File: src/rtl/uart_tx_arbiter_if.sv
// Producer-side and UART-side signal bundle for the shared transmitter arbiter.
// The master modport is the arbiter's view; the slave modport is the view of
// whatever surrounds it (producers plus the UART core).
interface uart_tx_arbiter_if #(
    parameter int NREQ = 4
);
    logic [NREQ-1:0]   req;
    logic [8*NREQ-1:0] data_i;
    logic [NREQ-1:0]   valid_i;
    logic [NREQ-1:0]   last_i;
    logic [NREQ-1:0]   ready_o;
    logic [NREQ-1:0]   gnt_o;
    logic [7:0]        tx_data;
    logic              tx_wr;
    logic              tx_busy;

    modport master (
        input  req, data_i, valid_i, last_i, tx_busy,
        output ready_o, gnt_o, tx_data, tx_wr
    );

    modport slave (
        output req, data_i, valid_i, last_i, tx_busy,
        input  ready_o, gnt_o, tx_data, tx_wr
    );
endinterface

File: src/rtl/uart_tx_arbiter.sv
// Packet-level round-robin arbiter sharing one UART transmitter between
// NREQ byte-stream producers. An owner keeps the transmitter until it sends a
// byte marked last, drops its request, or idles in GRANT for TIMEOUT cycles.
module uart_tx_arbiter #(
    parameter int NREQ    = 4,
    parameter int TIMEOUT = 1024
) (
    input  logic              clk,
    input  logic              rst_n,
    uart_tx_arbiter_if.master bus,
    output logic              busy_o,
    output logic              timeout_o
);
    localparam int IDXW = $clog2(NREQ);
    localparam logic [15:0]     WDOG_MAX   = 16'(TIMEOUT - 1);
    localparam logic [IDXW-1:0] LAST_RESET = IDXW'(NREQ - 1);

    typedef enum logic [1:0] {
        IDLE  = 2'd0,
        GRANT = 2'd1,
        SEND  = 2'd2,
        DRAIN = 2'd3
    } state_t;

    state_t          state_q, state_d;
    logic [IDXW-1:0] owner_q, owner_d;
    logic [IDXW-1:0] last_owner_q, last_owner_d;
    logic [15:0]     wdog_q, wdog_d;
    logic [7:0]      tx_data_q, tx_data_d;
    logic            tx_wr_q, tx_wr_d;
    logic            last_q, last_d;
    logic            drain_first_q, drain_first_d;
    logic            timeout_q, timeout_d;

    logic [IDXW-1:0] winner;
    logic            winner_found;
    logic [NREQ-1:0] gnt_dec;
    logic [NREQ-1:0] ready_dec;

    // Position 'step' places above 'base', wrapping modulo NREQ.
    function automatic logic [IDXW-1:0] rr_index(input logic [IDXW-1:0] base,
                                                 input int step);
        int c;
        c = int'(base) + step;
        if (c >= NREQ) c = c - NREQ;
        return IDXW'(c);
    endfunction

    // Round-robin search: first requester above the previous owner, wrapping,
    // so the previous owner itself is considered last.
    always_comb begin
        winner       = '0;
        winner_found = 1'b0;
        for (int i = 1; i <= NREQ; i++) begin
            if (!winner_found && bus.req[rr_index(last_owner_q, i)]) begin
                winner       = rr_index(last_owner_q, i);
                winner_found = 1'b1;
            end
        end
    end

    // Next-state logic: packet ownership, byte hand-off, tx_busy pacing and
    // the GRANT watchdog.
    always_comb begin
        state_d       = state_q;
        owner_d       = owner_q;
        last_owner_d  = last_owner_q;
        wdog_d        = wdog_q;
        tx_data_d     = tx_data_q;
        tx_wr_d       = 1'b0;
        last_d        = last_q;
        drain_first_d = drain_first_q;
        timeout_d     = 1'b0;
        case (state_q)
            IDLE: begin
                if (winner_found) begin
                    owner_d = winner;
                    wdog_d  = '0;
                    state_d = GRANT;
                end
            end
            GRANT: begin
                if (bus.valid_i[owner_q]) begin
                    tx_data_d = bus.data_i[{owner_q, 3'b000} +: 8];
                    last_d    = bus.last_i[owner_q];
                    tx_wr_d   = 1'b1;
                    state_d   = SEND;
                end else if (!bus.req[owner_q]) begin
                    last_owner_d = owner_q;
                    state_d      = IDLE;
                end else if (wdog_q == WDOG_MAX) begin
                    timeout_d    = 1'b1;
                    last_owner_d = owner_q;
                    state_d      = IDLE;
                end else begin
                    wdog_d = wdog_q + 16'd1;
                end
            end
            SEND: begin
                drain_first_d = 1'b1;
                state_d       = DRAIN;
            end
            DRAIN: begin
                if (drain_first_q) begin
                    drain_first_d = 1'b0;
                end else if (!bus.tx_busy) begin
                    if (last_q) begin
                        last_owner_d = owner_q;
                        state_d      = IDLE;
                    end else begin
                        wdog_d  = '0;
                        state_d = GRANT;
                    end
                end
            end
            default: state_d = IDLE;
        endcase
    end

    // State and registered outputs; reset drops any packet in flight.
    always_ff @(posedge clk or negedge rst_n) begin
        if (!rst_n) begin
            state_q       <= IDLE;
            owner_q       <= '0;
            last_owner_q  <= LAST_RESET;
            wdog_q        <= '0;
            tx_data_q     <= '0;
            tx_wr_q       <= 1'b0;
            last_q        <= 1'b0;
            drain_first_q <= 1'b0;
            timeout_q     <= 1'b0;
        end else begin
            state_q       <= state_d;
            owner_q       <= owner_d;
            last_owner_q  <= last_owner_d;
            wdog_q        <= wdog_d;
            tx_data_q     <= tx_data_d;
            tx_wr_q       <= tx_wr_d;
            last_q        <= last_d;
            drain_first_q <= drain_first_d;
            timeout_q     <= timeout_d;
        end
    end

    // Grant and ready decode from registered state and owner only.
    always_comb begin
        gnt_dec   = '0;
        ready_dec = '0;
        if (state_q != IDLE) gnt_dec[owner_q] = 1'b1;
        if (state_q == GRANT) ready_dec[owner_q] = 1'b1;
    end

    assign bus.gnt_o   = gnt_dec;
    assign bus.ready_o = ready_dec;
    assign bus.tx_data = tx_data_q;
    assign bus.tx_wr   = tx_wr_q;
    assign busy_o      = (state_q != IDLE);
    assign timeout_o   = timeout_q;
endmodule

File: src/flat_wrapper.sv
// flat-port wrapper written by rule: the top's interface ports become plain ports
module uart_tx_arbiter_flat 
#(
    parameter int NREQ    = 4,
    parameter int TIMEOUT = 1024
)
  (clk, rst_n, busy_o, timeout_o, bus_req, bus_data_i, bus_valid_i, bus_last_i, bus_tx_busy, bus_ready_o, bus_gnt_o, bus_tx_data, bus_tx_wr);
  uart_tx_arbiter_if #(.NREQ(NREQ)) bus_i ();
  input  logic clk;
  input  logic rst_n;
  output logic busy_o;
  output logic timeout_o;
  input wire logic [$bits(bus_i.req)-1:0] bus_req;
  input wire logic [$bits(bus_i.data_i)-1:0] bus_data_i;
  input wire logic [$bits(bus_i.valid_i)-1:0] bus_valid_i;
  input wire logic [$bits(bus_i.last_i)-1:0] bus_last_i;
  input wire logic [$bits(bus_i.tx_busy)-1:0] bus_tx_busy;
  output wire logic [$bits(bus_i.ready_o)-1:0] bus_ready_o;
  output wire logic [$bits(bus_i.gnt_o)-1:0] bus_gnt_o;
  output wire logic [$bits(bus_i.tx_data)-1:0] bus_tx_data;
  output wire logic [$bits(bus_i.tx_wr)-1:0] bus_tx_wr;
  assign bus_i.req = bus_req;
  assign bus_i.data_i = bus_data_i;
  assign bus_i.valid_i = bus_valid_i;
  assign bus_i.last_i = bus_last_i;
  assign bus_i.tx_busy = bus_tx_busy;
  assign bus_ready_o = bus_i.ready_o;
  assign bus_gnt_o = bus_i.gnt_o;
  assign bus_tx_data = bus_i.tx_data;
  assign bus_tx_wr = bus_i.tx_wr;
  uart_tx_arbiter #(.NREQ(NREQ), .TIMEOUT(TIMEOUT)) u_core (.clk(clk), .rst_n(rst_n), .bus(bus_i), .busy_o(busy_o), .timeout_o(timeout_o));
endmodule
File: config.mk
export PLATFORM = sky130hd
export DESIGN_NAME = uart_tx_arbiter_flat
export DESIGN_NICKNAME = d
export VERILOG_FILES = /design/src/rtl/uart_tx_arbiter_if.sv /design/src/rtl/uart_tx_arbiter.sv /design/src/flat_wrapper.sv
export SDC_FILE = /design/constraint.sdc
export NUM_CORES = 1
export LEC_CHECK = 0
export ABC_AREA = 1
export BUFFER_PORTS_ARGS = -buffer_cell sky130_fd_sc_hd__buf_4
export CORE_MARGIN = 4
export CORE_UTILIZATION = 30
export DETAILED_ROUTE_END_ITERATION = 8
export GPL_ROUTABILITY_DRIVEN = 0
export PLACE_DENSITY = 0.61
export SYNTH_ARGS = -nofsm -noshare
export SYNTH_HDL_FRONTEND = slang
export SYNTH_SLANG_ARGS = --single-unit
File: constraint.sdc
create_clock -name clk -period 3.5 [get_ports clk]
set_input_delay 0.35 -clock clk [delete_from_list [all_inputs] [get_ports clk]]
set_output_delay 0.35 -clock clk [all_outputs]
set_load 0.01 [all_outputs]
==> results by group, run 1 <==
CTS
  • Clk sink count: 34
  • # resized after CTS: 0
  • Post-CTS setup buffers: 0
  • H-tree levels: 2
  • Max Buffers Root-to-Sink: 2
  • CTS Hold Bufs: 0
  • Root Driver: clkbuf_8
  • CTS tree: done
  • Num CTS Buffers: 5
  • Worst skew pair latency: approximately 0.28 ns
  • Reg clk slew, reported paths: ~0.070 ns

Logic synthesis
  • Syn nets: ~390
  • Syn Area/Cell: between 7 and 8 um2
  • Synth Flop Type: dfrtp_1
  • Netlist Area Pre-Place: roughly 2500 um2
  • YS warnings: 0
  • Unique masters post-synth: a little over 40
  • Ys async rst share: 1.00
  • Post-synth EDFFs: 0
  • Synth Register Bits: 34
  • Seq/Total Area, Yosys: 0.346
  • Post-Syn Instances: about 350

Routing
  • Vias: roughly 2400
  • Drt wl/cell: about 13 um
  • Vias per cell: 4.75
  • Final antenna-violating net count: 0
  • Wirelength, routed: 6570 um
  • Detailed Routing Iterations Pass 1: 4
  • DRC: 0
  • 1st-iter DRT viols: between 150 and 200

Place
  • Hpwl dp: about 5000 um
  • I/O Buffers: 65
  • Dpl cell area: around 3000 um2

Critical path
  • Startpoint Class: flop
  • R2R Setup Slk: roughly 1.4 ns
  • FF-to-FF End: u_core.wdog_q[12]$_DFFE_PN0P_
  • Slowest CP cell: dfrtp_1
  • CP Data Required Time: about 3.2 ns
  • CP Buf/Inv Count: 3
  • Cell family with the largest share of critical-path delay: simple AND/OR/NAND/NOR gates
  • Critical path fanouts, max: 19
  • Worst reg-to-reg path cell count: 11
  • Crit-path cells: inv_2 > nor2_1 > inv_1 > nor2_1 > buf_4
  • CP Depth: 5
  • Arr. time, crit path: between 2 and 2.5 ns
  • Crit Path Category: flop to primary output
  • Worst r2r src: u_core.owner_q[1]$_DFFE_PN0P_
  • Biggest cell delay along the critical path: 0.71 ns
  • Critical Path Most Common Cell: nor2_1
  • Worst Setup End Kind: primary output

GRT
  • Global route overflow: 0
  • Initial antenna violation count: 0
  • Vias in the first global route: roughly 2500
  • Total Routing Usage GR: 0.140
  • Largest net degree at the start of global routing: 35
  • First-pass GRT wire length: 11400 um

STA
  • Max-slew violation count: 0
  • WHS: approximately 0.0063 ns
  • Relative slew slack: 0.500
  • Period utilization: 0.702
  • Layout Skew: 0.00986 ns
  • Final count of negative-setup-slack endpoints: 0
  • Peak Freq: 407 MHz
  • Final Hold Viols: 0
  • Slew @ Worst Pin: about 0.75 ns
  • Total Negative Setup Slacks: 0 ns
  • Unrepaired setup endpoints after global routing: false
  • Fin crit period: ~2.5 ns

Pwr
  • Pwr dens: about 730 nW/um2
  • Leakage: 1.54 nW
  • Worst VDD drop: about 0.24 mV
  • Pwr Total: ~2.3 mW

Floorplan
  • Boundary Pins: 66
  • Initial core utilization: 0.314
  • Site row count: 32
  • Total die area: roughly 10000 um2
  • Chip height: between 90 and 100 um
  • Core Region: 7850 um2
  • Die width: ~99 um

Finish
  • Filler cell count: roughly 840
  • Final core occ: 0.399
  • Nets: about 460
  • Ratio of cells with drive above 1 in the final layout: 0.309
  • Area delta synth->final: 27.2%
  • Fin area: 3130 um2
  • N_diodes: 0

Outcome
  • Outcome: completed

Hold path
  • Hold Crit Class: primary input to async pin

Run
  • MaxCap Viol Count: 0
[worst register-to-register path, delay by kind of cell, from the launching register on]
kind / cells / cell delay, ns
buf+inv: 1 / 0.12
compound gates: 1 / 0.07
simple gates: 9 / 1.05
flops: 1 / 0.71
[state kept, by name (all words and copies together) (netlist names), named ones only]
register              count
u_core.last_q             1
u_core.drain_first_q      1
u_core.bus.tx_wr          1
u_core.state_q            1
u_core.last_owner_q       2
u_core.timeout_o          1
u_core.bus.tx_data        8
u_core.owner_q            2
u_core.wdog_q            16
[worst max path at each step]
stage                                                   from                             to
final                          u_core.owner_q[0]$_DFFE_PN0P_                 bus_ready_o[1]
after global routing           u_core.owner_q[0]$_DFFE_PN0P_                 bus_ready_o[1]
after CTS                      u_core.owner_q[0]$_DFFE_PN0P_                 bus_ready_o[1]
after detailed placement       u_core.owner_q[0]$_DFFE_PN0P_                 bus_ready_o[1]
after global placement         u_core.owner_q[0]$_DFFE_PN0P_                 bus_ready_o[1]
after floorplan           u_core.last_owner_q[0]$_DFFE_PN1P_  u_core.wdog_q[11]$_DFFE_PN0P_
[cells in the final DEF (no fill, tap or decap), types with 3 or more instances in the layout]
master | synthesis | final
a21oi_1 | 4 | 4
a22oi_1 | 8 | 8
a41oi_1 | 8 | 8
buf_4 | 1 | 68
clkbuf_8 | 0 | 5
dfrtp_1 | 32 | 32
inv_1 | 27 | 27
inv_2 | 5 | 5
nand2_1 | 93 | 93
nand2_2 | 28 | 28
nand2_4 | 5 | 5
nand3_1 | 32 | 32
nand4_1 | 6 | 6
nor2_1 | 40 | 40
nor2_2 | 3 | 3
nor3_1 | 6 | 6
o21ai_0 | 10 | 10
xnor2_1 | 3 | 3
xor2_1 | 3 | 3
[cell usage after synthesis, types with 2 or more instances]
| cell | n | area, um2 |
|---|---|---|
| nand2_1 | 93 | 349 |
| nor2_4 | 2 | 22.5 |
| a22oi_1 | 8 | 60.1 |
| nor2_1 | 40 | 150 |
| buf_2 | 2 | 10.0 |
| dfrtp_1 | 32 | 801 |
| nor2_2 | 3 | 18.8 |
| o21ai_0 | 10 | 50.1 |
| inv_1 | 27 | 101 |
| xor2_1 | 3 | 26.3 |
| buf_6 | 2 | 22.5 |
| nand2_2 | 28 | 175 |
| nor3_1 | 6 | 30.0 |
| a21oi_1 | 4 | 20.0 |
| nand3_1 | 32 | 160 |
| o21ai_1 | 2 | 10.0 |
| nand2_4 | 5 | 56.3 |
| inv_2 | 5 | 18.8 |
| a41oi_1 | 8 | 70.1 |
| dfstp_2 | 2 | 52.6 |
| nor3b_1 | 2 | 15.0 |
| xnor2_1 | 3 | 26.3 |
| nand4_1 | 6 | 37.5 |
| clkbuf_1 | 3 | 11.3 |
[metrics by stage]
stage | std cells | worst slack [ns]
floorplan | 345 | 1.84
global placement | 505 | 1.44
detailed placement | 505 | 1.39
CTS | 513 | 1.07
global route | 513 | 0.867
finish | 513 | 1.04
[kinds of logic after synthesis]
| group | after synthesis | share of synthesized area |
|---|---|---|
| AND/OR/NAND/NOR | 222 | 0.436 |
| buffers and inverters | 44 | 0.0863 |
| AO/OA/AOI/OAI | 38 | 0.105 |
| flip-flops | 34 | 0.346 |
| XOR/XNOR | 6 | 0.0213 |
| adder cells (fa/ha/maj) | 1 | 0.00508 |
[where the power goes]
group / internal, mW / leakage (nW) / switching [mW] / total, mW
Sequential: 0.509 / 0.433 / 0.144 / 0.653
Clock: 0.213 / 0.0524 / 0.142 / 0.355
Combinational: 0.487 / 1.05 / 0.806 / 1.29
[area by class of cell]
class                           count  area, um2  share of cell area
Timing Repair Buffer               68        510               0.163
Multi-Input combinational cell    267       1400               0.446
Inverter                           34        138              0.0439
Tap cell                          102        128              0.0407
Clock inverter                      1       30.0             0.00958
Sequential cell                    34        853               0.272
Clock buffer                        7       76.3              0.0244
[layer usage]
| layer | routed length (um) | vias to the layer above | share of wire | global-route usage |
|---|---|---|---|---|
| met5 | 0 | - | 0 | 0 |
| met4 | 38 | 0 | 0.0058 | 0.0378 |
| met3 | 196 | 2 | 0.030 | 0.0283 |
| met2 | 3280 | 46 | 0.50 | 0.245 |
| met1 | 3050 | 1127 | 0.46 | 0.174 |
| li1 | - | 1263 | - | - |
Power figures use the tool's default switching activity.
==> run 2: changes to the inputs <==
==> constraint.sdc (replaced) <==
create_clock -name clk -period 2.55 [get_ports clk]
set_input_delay 0.255 -clock clk [delete_from_list [all_inputs] [get_ports clk]]
set_output_delay 0.255 -clock clk [all_outputs]
set_load 0.01 [all_outputs]
==> run 2 against run 1 <==
Against the previous run:
- total power increased by 43%
- clock power grew 72%
- final cell count rose by 0.58%
- flip-flop and latch count stayed put
- count of clock-buffer cells in the layout down 2
- first-iteration DRC count shrank 67%
- utilization increased by 0.72 points
- via count is 0.33% lower
- clock skew grew 0.0020 ns
- non-clock buffer count rose by 3
==> results by group, run 2 (synthesis gave the netlist of run 1 again) <==
CTS
  • CTS tree: done
  • CTS Hold Bufs: 1
  • Worst skew pair latency: 0.29 ns
  • Clk sink count: 34
  • H-tree levels: 2
  • # resized after CTS: 0
  • Max Buffers Root-to-Sink: 2
  • Reg clk slew, reported paths: roughly 0.080 ns
  • Root Driver: clkbuf_8
  • Num CTS Buffers: 5
  • Post-CTS setup buffers: 0

GRT
  • Gr busiest metal: met2
  • Vias in the first global route: 2412
  • Global route overflow: 0
  • Grt met1 use: 0.178
  • Total Routing Usage GR: 0.138
  • Largest net degree at the start of global routing: 35
  • First-pass GRT wire length: 11100 um
  • Initial antenna violation count: 0
  • GR Util met2: 0.232
  • Global Route met3 Usage: 0.0262

Finish
  • Leading cell type in the layout, fill and taps excluded: nand2_1
  • Sequential standard cell area: ~850 um2
  • N_diodes: 0
  • Ratio of cells with drive above 1 in the final layout: 0.316
  • Filler cell count: 843
  • Top reg by flops: u_core.wdog_q
  • Nets: around 460
  • Final core occ: 0.406
  • Commonest cells after routing, fill and taps aside: nand2_1, buf_4, nor2_1
  • Area delta synth->final: 29.5%
  • Multi-input gate area: about 1400 um2
  • Max reg flops: 16

Floorplan
  • Boundary Pins: 66
  • Die width: 98.6 um
  • Initial core utilization: 0.314
  • Chip height: 98.6 um
  • Total die area: a little under 10000 um2
  • Site row count: 32
  • Core Region: around 7800 um2

Hold path
  • HP Start: bus_data_i[20]
  • Hold Crit Class: primary input to flop
  • Hold endpoint: u_core.bus.tx_data[4]$_DFFE_PN0N_
  • WHS Path Cells: 3

Routing
  • Wirelength, routed: 6520 um
  • Final antenna-violating net count: 0
  • Vias: 2430
  • DRC: 0
  • Vias per cell: about 4.7
  • Drt wl/cell: 12.6 um
  • Detailed Routing Iterations Pass 1: 4
  • 1st-iter DRT viols: 60

STA
  • Relative slew slack: 0.603
  • Total Negative Setup Slacks: 0 ns
  • Period utilization: 0.828
  • Fin crit period: around 2.1 ns
  • Slew @ Worst Pin: ~0.6 ns
  • Max-slew violation count: 0
  • Final Hold Viols: 0
  • Layout Skew: about 0.012 ns
  • Peak Freq: 474 MHz
  • Unrepaired setup endpoints after global routing: false
  • Final count of negative-setup-slack endpoints: 0

Critical path
  • Crit Path Category: flop to primary output
  • Worst reg-to-reg path cell count: 11
  • FF-to-FF End: u_core.wdog_q[12]$_DFFE_PN0P_
  • Crit path from: u_core.owner_q[1]$_DFFE_PN0P_
  • CP Data Required Time: roughly 2.3 ns
  • Arr. time, crit path: roughly 1.9 ns
  • Cell family with the largest share of critical-path delay: flip-flops
  • Worst Setup End Kind: primary output
  • Critical Path Most Common Cell: nor2_1
  • CP Buf/Inv Count: 3
  • Crit-path cells: inv_2 > nor2_1 > inv_1 > nor2_1 > buf_4
  • Biggest cell delay along the critical path: around 0.73 ns
  • Slowest CP cell: dfrtp_1
  • R2R Setup Slk: 0.53 ns
  • Critical path fanouts, max: 17
  • Worst r2r src: u_core.owner_q[0]$_DFFE_PN0P_
  • Startpoint Class: flop

Pwr
  • Leakage: around 1.6 nW
  • Worst VDD drop: 0.498 mV
  • Pwr dens: ~1000 nW/um2

Place
  • Hpwl dp: slightly above 5000 um
  • I/O Buffers: between 60 and 70

Run
  • MaxCap Viol Count: 0

Outcome
  • Outcome: completed
run 2: worst register-to-register path: cells and delay by family, from the launching register on:
family / cells / cell delay [ns]
compound gates: 1 / 0.07
flops: 1 / 0.72
buf+inv: 1 / 0.12
simple gates: 9 / 1.00
run 2: power breakdown:
part | internal (mW) | switching [mW]
clock | 0.392 | 0.217
sequential | 0.698 | 0.202
combinational | 0.691 | 1.09
total | 1.78 | 1.51
run 2: metrics by stage:
| stage | area (um2) | setup slack (ns) | hold slack [ns] | instances | power (mW) |
|---|---|---|---|---|---|
| after floorplan | 2460 | 0.889 | -0.0406 | 345 | 2.20 |
| after global placement | 3040 | 0.635 | 0.241 | 507 | 2.69 |
| after detailed placement | 3040 | 0.528 | 0.245 | 507 | 2.72 |
| after CTS | 3190 | 0.443 | 0.253 | 516 | 3.34 |
| after global routing | 3190 | 0.232 | 0.271 | 516 | 3.58 |
| final | 3190 | 0.439 | 0.263 | 516 | 3.29 |
run 2: per-layer routing:
layer / part of all wire / vias up
met5: 0 / -
met4: 0.016 / 0
met3: 0.028 / 9
li1: - / 1259
met2: 0.49 / 34
met1: 0.46 / 1128
run 2: worst max-delay path by stage:
stage,endpoint,slack (ns),cells after the start
global placement,u_core.wdog_q[12]$_DFFE_PN0P_,0.64,11
detailed placement,u_core.wdog_q[12]$_DFFE_PN0P_,0.53,11
floorplan,u_core.wdog_q[11]$_DFFE_PN0P_,0.89,12
global route,bus_ready_o[2],0.23,5
finish,bus_ready_o[2],0.44,5
CTS,bus_ready_o[2],0.44,5
run 2: area by class of cell:
class / instances / share of cell area
Multi-Input combinational cell: 267 / 0.438
Clock inverter: 3 / 0.0216
Timing Repair Buffer: 71 / 0.168
Sequential cell: 34 / 0.268
Clock buffer: 5 / 0.0216
Inverter: 34 / 0.0432
Tap cell: 102 / 0.0400
==> run 3: changes to the inputs <==
--- a/config.mk
+++ b/config.mk
@@ -5,13 +5,13 @@
 export SDC_FILE = /design/constraint.sdc
 export NUM_CORES = 1
 export LEC_CHECK = 0
-export ABC_AREA = 1
+export ABC_AREA = 0
 export BUFFER_PORTS_ARGS = -buffer_cell sky130_fd_sc_hd__buf_4
 export CORE_MARGIN = 4
 export CORE_UTILIZATION = 30
 export DETAILED_ROUTE_END_ITERATION = 8
 export GPL_ROUTABILITY_DRIVEN = 0
-export PLACE_DENSITY = 0.61
+export PLACE_DENSITY = 0.63
 export SYNTH_ARGS = -nofsm -noshare
 export SYNTH_HDL_FRONTEND = slang
 export SYNTH_SLANG_ARGS = --single-unit
==> constraint.sdc (replaced) <==
create_clock -name clk -period 2.15 [get_ports clk]
set_input_delay 0.215 -clock clk [delete_from_list [all_inputs] [get_ports clk]]
set_output_delay 0.215 -clock clk [all_outputs]
set_load 0.01 [all_outputs]
==> run 3 against run 2 <==
Against the previous run:
- final cell count is 27% lower
- non-clock buffer count is 5 higher
- synthesized area is 15% lower
- sequential share of layout area is 3.5 points higher
- register-to-register slack worse by 0.37 ns
- via count is 21% lower
- critical path depth is 2 higher
- global-route usage is 0.47 points lower
- clock skew is 0.0087 ns lower
- combinational power is 6% lower
- clock power is 18% lower
==> results by group, run 3 <==
Routing
  • Detailed Routing Iterations Pass 1: 4
  • Vias: between 1500 and 2000
  • Vias per cell: slightly above 5
  • Drt wl/cell: roughly 15 um
  • 1st-iter DRT viols: roughly 120
  • DRC: 0
  • Wirelength, routed: roughly 5600 um
  • Final antenna-violating net count: 0

Logic synthesis
  • YS warnings: 0
  • Post-Syn Instances: around 210
  • Syn nets: ~260
  • Netlist Area Pre-Place: about 2100 um2
  • Most frequent cell after synthesis: dfrtp_1
  • Synth area leaders: dfrtp_1, mux4_2, mux2_2
  • Top-area cell type share of the netlist area: 0.382
  • Yosys top cell by area: dfrtp_1
  • Commonest cells post-synth: dfrtp_1, nand2_1, o21ai_0
  • Syn Area/Cell: 9.85 um2
  • Unique masters post-synth: 40
  • Ys async rst share: 1.00
  • Seq/Total Area, Yosys: 0.407
  • Post-synth EDFFs: 0
  • Synth Register Bits: 34
  • Synth Flop Type: dfrtp_1

STA
  • Fin crit period: approximately 2.0 ns
  • Period utilization: 0.927
  • Total Negative Setup Slacks: 0 ns
  • Final Hold Viols: 0
  • Final count of negative-setup-slack endpoints: 0
  • Max-slew violation count: 0
  • Peak Freq: 502 MHz
  • Slew @ Worst Pin: 0.485 ns
  • Unrepaired setup endpoints after global routing: false
  • Layout Skew: around 0.0032 ns
  • Relative slew slack: 0.675

Finish
  • Nets: around 330
  • Ratio of cells with drive above 1 in the final layout: 0.387
  • Filler cell count: ~670
  • Final Instance Count excl. Fillers: between 300 and 400
  • Max reg flops: 16
  • Area delta synth->final: 34.4%
  • N_diodes: 0
  • Leading cell type in the layout, fill and taps excluded: buf_4
  • Top reg by flops: u_core.wdog_q
  • Commonest cells after routing, fill and taps aside: buf_4, dfrtp_1, nand2_1

Place
  • I/O Buffers: 65
  • Cells after DPL: 369
  • Hpwl dp: around 4200 um

CTS
  • Max Buffers Root-to-Sink: 2
  • CTS tree: done
  • Worst skew pair latency: between 0.2 and 0.3 ns
  • Root Driver: clkbuf_8
  • Reg clk slew, reported paths: 0.07 ns
  • Num CTS Buffers: 5
  • H-tree levels: 2
  • Clk sink count: 34

Floorplan
  • Chip height: between 90 and 100 um
  • Initial core utilization: 0.309
  • Core Region: around 6800 um2
  • Site row count: 30
  • Die width: a little over 90 um
  • Boundary Pins: between 60 and 70
  • Total die area: between 8000 and 9000 um2

Run
  • MaxCap Viol Count: 0

Critical path
  • Crit path from: u_core.wdog_q[0]$_DFFE_PN0P_
  • Arr. time, crit path: 2.16 ns
  • Slowest CP cell: dfrtp_1
  • Worst Setup End Kind: flop
  • Crit Path Category: flop to flop
  • Biggest cell delay along the critical path: ~0.40 ns
  • CP Data Required Time: approximately 2.3 ns
  • R2R Setup Slk: roughly 0.16 ns
  • CP Buf/Inv Count: 1
  • FF-to-FF End: u_core.wdog_q[12]$_DFFE_PN0P_
  • Startpoint Class: flop
  • CP Capture Point: u_core.wdog_q[12]$_DFFE_PN0P_
  • CP Depth: 7
  • Cell family with the largest share of critical-path delay: simple AND/OR/NAND/NOR gates
  • Worst r2r src: u_core.wdog_q[0]$_DFFE_PN0P_
  • Worst reg-to-reg path cell count: 7
  • Crit-path cells: ha_1 > and4_1 > nand4_1 > buf_4 > and2_2 > a32oi_1 > nand2_1
  • Critical path fanouts, max: 12

Hold path
  • Hold Crit Class: primary input to flop

Outcome
  • Outcome: completed

GRT
  • First-pass GRT wire length: around 9100 um
  • Global route overflow: 0
  • Vias in the first global route: 1845
  • Largest net degree at the start of global routing: 35
  • Initial antenna violation count: 0
  • Total Routing Usage GR: 0.134

Pwr
  • Leakage: 1.25 nW
  • Worst VDD drop: 0.710 mV
  • Pwr dens: roughly 1100 nW/um2
==> run 3: cells by family after synthesis <==
family / Yosys count / synth area share
and+or+nand+nor: 82 / 0.197
AOI/OAI and AO/OA: 47 / 0.143
DFF: 34 / 0.407
muxes: 26 / 0.196
buffers and inverters: 23 / 0.0507
adders and majority gates: 1 / 0.00596
==> run 3: layer usage <==
layer  share of wire  GRT usage  vias up  wire length, um
li1                -          -      937                -
met1            0.42      0.182      929             2310
met2            0.52      0.206       44             2900
met4           0.030     0.0704        0              169
met3           0.034     0.0189       14              187
met5               0          0        -                0
==> run 3: how the worst min path moves through the flow <==
stage                           from                           endpoint  slack [ns]  depth (start not counted)
after floorplan                rst_n                          async pin       -0.08                          0
after global placement         rst_n  u_core.bus.tx_data[0]$_DFFE_PN0N_        0.20                          1
after detailed placement       rst_n  u_core.bus.tx_data[0]$_DFFE_PN0N_        0.19                          1
after CTS                 bus_req[2]      u_core.owner_q[1]$_DFFE_PN0P_        0.21                          3
after global routing      bus_req[2]      u_core.owner_q[1]$_DFFE_PN0P_        0.23                          3
final                     bus_req[2]      u_core.owner_q[1]$_DFFE_PN0P_        0.22                          3
==> run 3: worst min-delay path: cells and delay by family <==
family,cells,cell delay [ns]
AO/OA/AOI/OAI,2,0.16
buffers and inverters,1,0.10
==> run 3: where the power goes <==
part           switching [mW]  internal [mW]  total [mW]  leakage (nW)
Sequential              0.159          0.833       0.992         0.436
Clock                   0.239          0.258       0.498        0.0482
Combinational           0.830          0.849        1.68         0.764
Total                    1.23           1.94        3.17          1.25
==> run 3: what timing repair did <==
item | 4_1_cts | 5_1_grt
hold buffers | 1 | 0
endpoints found under the setup margin | 0 | 9
buffers inserted | 0 | 0
endpoints found under the hold margin | 32 | 0
resized for setup | 0 | 3
==> run 3: metrics by stage <==
step                      utilization  worst slack [ns]  hold WS (ns)  total power, mW  area (um2)
after global routing            0.415           0.00436         0.227             3.41        2820
after CTS                       0.413            0.0937         0.214             3.18        2810
after floorplan                     -             0.192       -0.0806             2.07        2100
final                           0.415             0.158         0.221             3.17        2820
after global placement          0.398             0.128         0.199             2.66        2710
after detailed placement        0.398             0.102         0.193             2.68        2710
==> run 3: final cells by class <==
class | instances | area [um2] | area share
Multi-Input combinational cell | 156 | 1150 | 0.407
Sequential cell | 34 | 853 | 0.303
Timing Repair Buffer | 76 | 577 | 0.205
Tap cell | 96 | 120 | 0.0426
Clock buffer | 7 | 86.3 | 0.0306
Inverter | 8 | 30.0 | 0.0106
Clock inverter | 1 | 5.00 | 0.00177
